[config.mk]
export PLATFORM = sky130hd
export DESIGN_NAME = apb_reg_slave
export DESIGN_NICKNAME = d
export VERILOG_FILES = /design/src/rtl/apb_reg_slave.sv
export SDC_FILE = /design/constraint.sdc
export NUM_CORES = 1
export LEC_CHECK = 0
export ABC_AREA = 1
export CAP_MARGIN = 20
export CORE_MARGIN = 2
export CORE_UTILIZATION = 45
export CTS_BUF_LIST = sky130_fd_sc_hd__clkbuf_16
export CTS_CLUSTER_DIAMETER = 60
export DETAILED_ROUTE_END_ITERATION = 7
export PLACE_DENSITY = 0.7
export SLEW_MARGIN = 0
export SYNTH_ARGS = -nofsm -noshare
export SYNTH_HDL_FRONTEND = slang
export SYNTH_SLANG_ARGS = --single-unit
export TNS_END_PERCENT = 30
[constraint.sdc]
create_clock -name clk -period 4.51 [get_ports clk]
set_clock_uncertainty 0.15 [all_clocks]
set_input_delay 1.1275 -clock clk [delete_from_list [all_inputs] [get_ports clk]]
set_output_delay 1.1275 -clock clk [all_outputs]
set_load 0.05 [all_outputs]
[src/rtl/apb_reg_slave.sv]
// APB register slave: ID, wait-state config, transfer counter, scratch regs.
// Optional APB_SLV_PROT_CHECK_EN: unprivileged writes to WAIT_CFG are errored.
module apb_reg_slave #(
  parameter int          ADDR_WIDTH = 32,
  parameter int          DATA_WIDTH = 32,
  parameter int          NUM_REGS   = 8,
  parameter logic [31:0] ID_VALUE   = 32'hA4B1_0001,
  parameter logic [3:0]  RESET_WAIT = 4'd0
) (
  input  logic                    clk,
  input  logic                    rst,
  input  logic [ADDR_WIDTH-1:0]   paddr,
  input  logic                    psel,
  input  logic                    penable,
  input  logic                    pwrite,
  input  logic [DATA_WIDTH-1:0]   pwdata,
  input  logic [DATA_WIDTH/8-1:0] pstrb,
  input  logic [2:0]              pprot,
  output logic [DATA_WIDTH-1:0]   prdata,
  output logic                    pready,
  output logic                    pslverr
);

  localparam int IW = $clog2(NUM_REGS);
  localparam int SW = DATA_WIDTH / 8;

  typedef enum logic [1:0] {IDLE, ACCESS, DONE} state_t;

  state_t                state;
  logic [3:0]            wait_cfg;
  logic [3:0]            cnt;
  logic [DATA_WIDTH-1:0] access_cnt;
  logic [DATA_WIDTH-1:0] scratch [3:NUM_REGS-1];

  logic [IW-1:0]         a_idx;
  logic                  a_write;
  logic [DATA_WIDTH-1:0] a_data;
  logic [SW-1:0]         a_strb;
  logic                  a_err;
  logic [DATA_WIDTH-1:0] a_rd;

  logic [IW-1:0]         idx;
  logic                  in_range;
  logic                  aligned;
  logic                  is_ro;
  logic                  prot_err;
  logic                  err;
  logic [DATA_WIDTH-1:0] rd_val;
  logic [DATA_WIDTH-1:0] rsp_rd;
  logic                  unused_prot;

  assign idx      = paddr[IW+1:2];
  assign in_range = paddr < ADDR_WIDTH'(NUM_REGS * 4);
  assign aligned  = paddr[1:0] == 2'b00;
  assign is_ro    = (idx == IW'(0)) || (idx == IW'(2));

`ifdef APB_SLV_PROT_CHECK_EN
  assign prot_err = pwrite && (idx == IW'(1)) && !pprot[0];
`else
  assign prot_err = 1'b0;
`endif
  assign unused_prot = ^pprot;

  assign err = !in_range || !aligned || (pwrite && is_ro) || prot_err;

  always_comb begin
    rd_val = '0;
    if (idx == IW'(0))
      rd_val = ID_VALUE;
    else if (idx == IW'(1))
      rd_val = DATA_WIDTH'(wait_cfg);
    else if (idx == IW'(2))
      rd_val = access_cnt;
    else if (in_range)
      rd_val = scratch[idx];
  end

  // Response is frozen at the setup edge; errored and write beats return 0.
  assign rsp_rd = (err || pwrite) ? '0 : rd_val;

  always_ff @(posedge clk) begin
    if (rst) begin
      state      <= IDLE;
      prdata     <= '0;
      pready     <= 1'b0;
      pslverr    <= 1'b0;
      wait_cfg   <= RESET_WAIT;
      cnt        <= '0;
      access_cnt <= '0;
      a_idx      <= '0;
      a_write    <= 1'b0;
      a_data     <= '0;
      a_strb     <= '0;
      a_err      <= 1'b0;
      a_rd       <= '0;
      for (int i = 3; i < NUM_REGS; i++)
        scratch[i] <= '0;
    end else begin
      unique case (state)
        IDLE: begin
          pready  <= 1'b0;
          pslverr <= 1'b0;
          prdata  <= '0;
          if (psel && !penable) begin
            a_idx   <= idx;
            a_write <= pwrite;
            a_data  <= pwdata;
            a_strb  <= pstrb;
            a_err   <= err;
            a_rd    <= rsp_rd;
            if (wait_cfg == 4'd0) begin
              state   <= DONE;
              pready  <= 1'b1;
              pslverr <= err;
              prdata  <= rsp_rd;
            end else begin
              cnt   <= wait_cfg;
              state <= ACCESS;
            end
          end
        end
        ACCESS: begin
          if (!psel) begin
            state <= IDLE;
          end else if (cnt == 4'd1) begin
            state   <= DONE;
            pready  <= 1'b1;
            pslverr <= a_err;
            prdata  <= a_rd;
          end else begin
            cnt <= cnt - 4'd1;
          end
        end
        DONE: begin
          state   <= IDLE;
          pready  <= 1'b0;
          pslverr <= 1'b0;
          prdata  <= '0;
          if (psel && penable) begin
            access_cnt <= access_cnt + DATA_WIDTH'(1);
            if (a_write && !a_err) begin
              if (a_idx == IW'(1)) begin
                if (a_strb[0])
                  wait_cfg <= a_data[3:0];
              end else if (a_idx >= IW'(3)) begin
                for (int b = 0; b < SW; b++)
                  if (a_strb[b])
                    scratch[a_idx][8*b +: 8] <= a_data[8*b +: 8];
              end
            end
          end
        end
        default: state <= IDLE;
      endcase
    end
  end

endmodule

==> results.toml <==
[sta]
maxSlewHeadroom_pct = 23.6
tns_ns = 0
finalSetupViolCount = 0
post-route-period-util_pct = 79.3
fmaxAchievable_mhz = 280
worst_pin_slew_ns = 1.14
slew_violations = 0
min_period_ns = 3.58
hold_viol_final = 0
rsz0062_at_grt = "false"

[synth]
ys_types = 38
ys_async_sr_fraction_pct = 0
synth.yosys.seq_area_share_pct = 60.4
synth-main-ff-cell = "edfxtp_1"
synth_top_cell_by_area = "edfxtp_1"
netlist_instances = 1942
synth_seq_cells = 405
yosysWarningCount = 0
synthTopCellsByArea = "edfxtp_1, dfxtp_1, nand2_1, o21ai_0, a21oi_1"
synth_edf_count = 256
synth_top_area_share_pct = 43.5
post_synth.cell_area_avg_um2 = 9.10
synth_area_um2 = 17700

[clock_network]
clock_latency_ns = 0.55
tritoncts = "yes"
cts_buffers = 43
cts_setup_buffers = 0
postCtsHoldBufs = 0
clock-sinks = 405
htree_levels = 2
cts_buffer_depth = 3
clk_pin_slew_ns = 0.06
cts_root_buf = "clkbuf_16"
cts.repair.resized = 0

[power_and_ir_drop]
seqPwrFrac_pct = 49.7
internal_power_mw = 6.44
p_sw_mw = 1.98
switching_share_pct = 23.5
p_comb_share_pct = 7.2
clock_power_share_pct = 43.2
leakage_nw = 7.85
vdd_ir_drop_max_uv = 233
power_density_nw_per_um2 = 399

[route]
drc_errors = 0
viasPerCell = 5.26
routed_wl_mm = 44.6
ant_nets = 0
drtIter0Drc = 1352
dr.pass1.iters = 7
drt-wirelength-per-cell_um = 16.7
vias = 14100

[placement]
dpl_cell_area_um2 = 19600
numPortBuffers = 106
dp_hpwl_mm = 29.5
globalplace.congestion = 0.937

[global_routing]
grt_max_degree = 151
grt_pass1_vias = 13500
grt.total_usage_pct = 21.8
grt-ovfl-total = 0
grt_pass1_wl_mm = 70.8
antenna_found_initial = 0

[setup_path]
start_kind = "primary input"
critical_path_class = "primary input to register"
crit_path_end_kind = "register"
path_cells = "clkdlybuf4s50_1, nand2_1, nor2_1, nand2_1, o21bai_1, nor3_2, nand2_2, nand2_1"
cp_max_fo = 9
crit_top_cell = "nand2_1"
slowest_delay_ns = 0.56
cpMaxStageDelayCell = "clkdlybuf4s50_1"
required_ns = 4.56
cp_data_arrival_time_ns = 3.63

[final_layout]
area_growth_pct = 19.5
design_area_um2 = 21100
nNetsFinal = 2203
drive_above_1_share_pct = 6.91
antenna_cells = 0

[outcome]
status = "finished clean"

[floorplanning]
die_y_um = 202
ioPinCount = 110
dieArea_um2 = 40900
start_util_pct = 45.6
row_count = 72
die_w_um = 202
design.core.area_um2 = 38700

[min_path]
hold_path.class = "register to register"

[run]
cap_viol_max_count = 0
## flip-flops by register name, summed over array words and instances (netlist names)
signal and flops:
scratch 256, a_write 1, wait_cfg 4, a_rd 32, access_cnt 32, cnt 4, a_data 32, a_err 1
a_idx 3, pslverr 1, pready 1, a_strb 4, prdata 32, state 2
## path summary, 6_finish.rpt
check	slack, ns	to	cells after the start	from
worst min-delay path	0.32	pready	2	pready
worst max register to register	1.47	scratch[5][28]	9	state[0]
worst max-delay path	0.93	scratch[5][28]	8	psel
worst min register to register	0.32	pready	2	pready
## final cells by class
| cell class | instances | area, um^2 |
|---|---|---|
| clock inverter | 36 | 367 |
| inverter | 166 | 626 |
| tap | 518 | 648 |
| sequential | 405 | 10700 |
| multi-input combinational | 1363 | 6350 |
| timing repair buffer | 141 | 1360 |
| clock buffer | 44 | 1100 |
| fill | 3416 | 17600 |
## routing by layer
layer,up-vias,GRT usage [%],part of all wire (%)
met5,-,0,0
met4,0,6.75,2.5
met3,77,3.16,6.3
met2,473,35.8,48
met1,6623,29.9,44
li1,6880,-,-
## synthesized netlist by cell type (4+ instances only)
master / number
nand2_1: 350
nand4_1: 9
buf_2: 17
o22ai_1: 18
ha_1: 7
a211oi_1: 8
nor3_1: 61
inv_1: 162
o21bai_1: 13
o21ai_0: 221
buf_1: 10
nor4_1: 4
nor2_1: 217
o211ai_1: 9
nand2_2: 20
nor3_2: 6
nand3_1: 131
edfxtp_1: 256
clkbuf_1: 74
dfxtp_1: 149
a21oi_1: 169
## cells in the final DEF, fill, tap and decap left out, types with 6 or more instances in the layout
cell	n
a211oi_1	8
a21oi_1	169
buf_4	33
bufinv_16	6
clkbuf_16	44
clkdlybuf4s50_1	104
clkinv_1	7
clkinv_2	10
conb_1	96
dfxtp_1	149
edfxtp_1	256
ha_1	7
inv_1	166
nand2_1	350
nand2_2	20
nand3_1	131
nand4_1	9
nor2_1	216
nor3_1	61
nor3_4	6
o211ai_1	9
o21ai_0	221
o21bai_1	13
o22ai_1	18
## worst max-delay path, delay by kind of cell
| kind | cells | cell delay, ns |
|---|---|---|
| AOI/OAI and AO/OA | 1 | 0.31 |
| buffers and inverters | 1 | 0.56 |
| and+or+nand+nor | 6 | 1.62 |
## stage by stage
step | cells | utilization, % | hold WS [ns] | total power, mW | worst slack [ns]
3_3_place_gp | 2590 | 50.6 | 0.298 | 4.83 | 0.484
5_1_grt | 2673 | 54.5 | 0.344 | 8.71 | 0.721
4_1_cts | 2671 | 54.4 | 0.321 | 8.47 | 0.984
6_report | 2673 | 54.5 | 0.317 | 8.42 | 0.933
3_5_place_dp | 2591 | 50.7 | 0.311 | 4.85 | 0.437
2_1_floorplan | 2037 | - | 0.293 | 4.60 | 1.55
## cell families after synthesis
| logic type | Yosys count | share of synthesized area [%] |
|---|---|---|
| simple gates | 816 | 20.0 |
| compound gates | 441 | 13.1 |
| flops | 405 | 60.4 |
| buf+inv | 269 | 5.88 |
| fa+ha+maj | 7 | 0.496 |
| xor+xnor | 3 | 0.149 |
| other cells | 1 | 0.0212 |
## power by group through the flow
stage | Combinational, mW | Sequential, mW | Clock, mW
after global routing | 0.671 | 4.20 | 3.84
after detailed placement | 0.594 | 4.26 | 0
after floorplan | 0.359 | 4.24 | 0
after global placement | 0.582 | 4.25 | 0
final | 0.603 | 4.18 | 3.64
after CTS | 0.599 | 4.18 | 3.69
(Power assumes the default switching activity.)
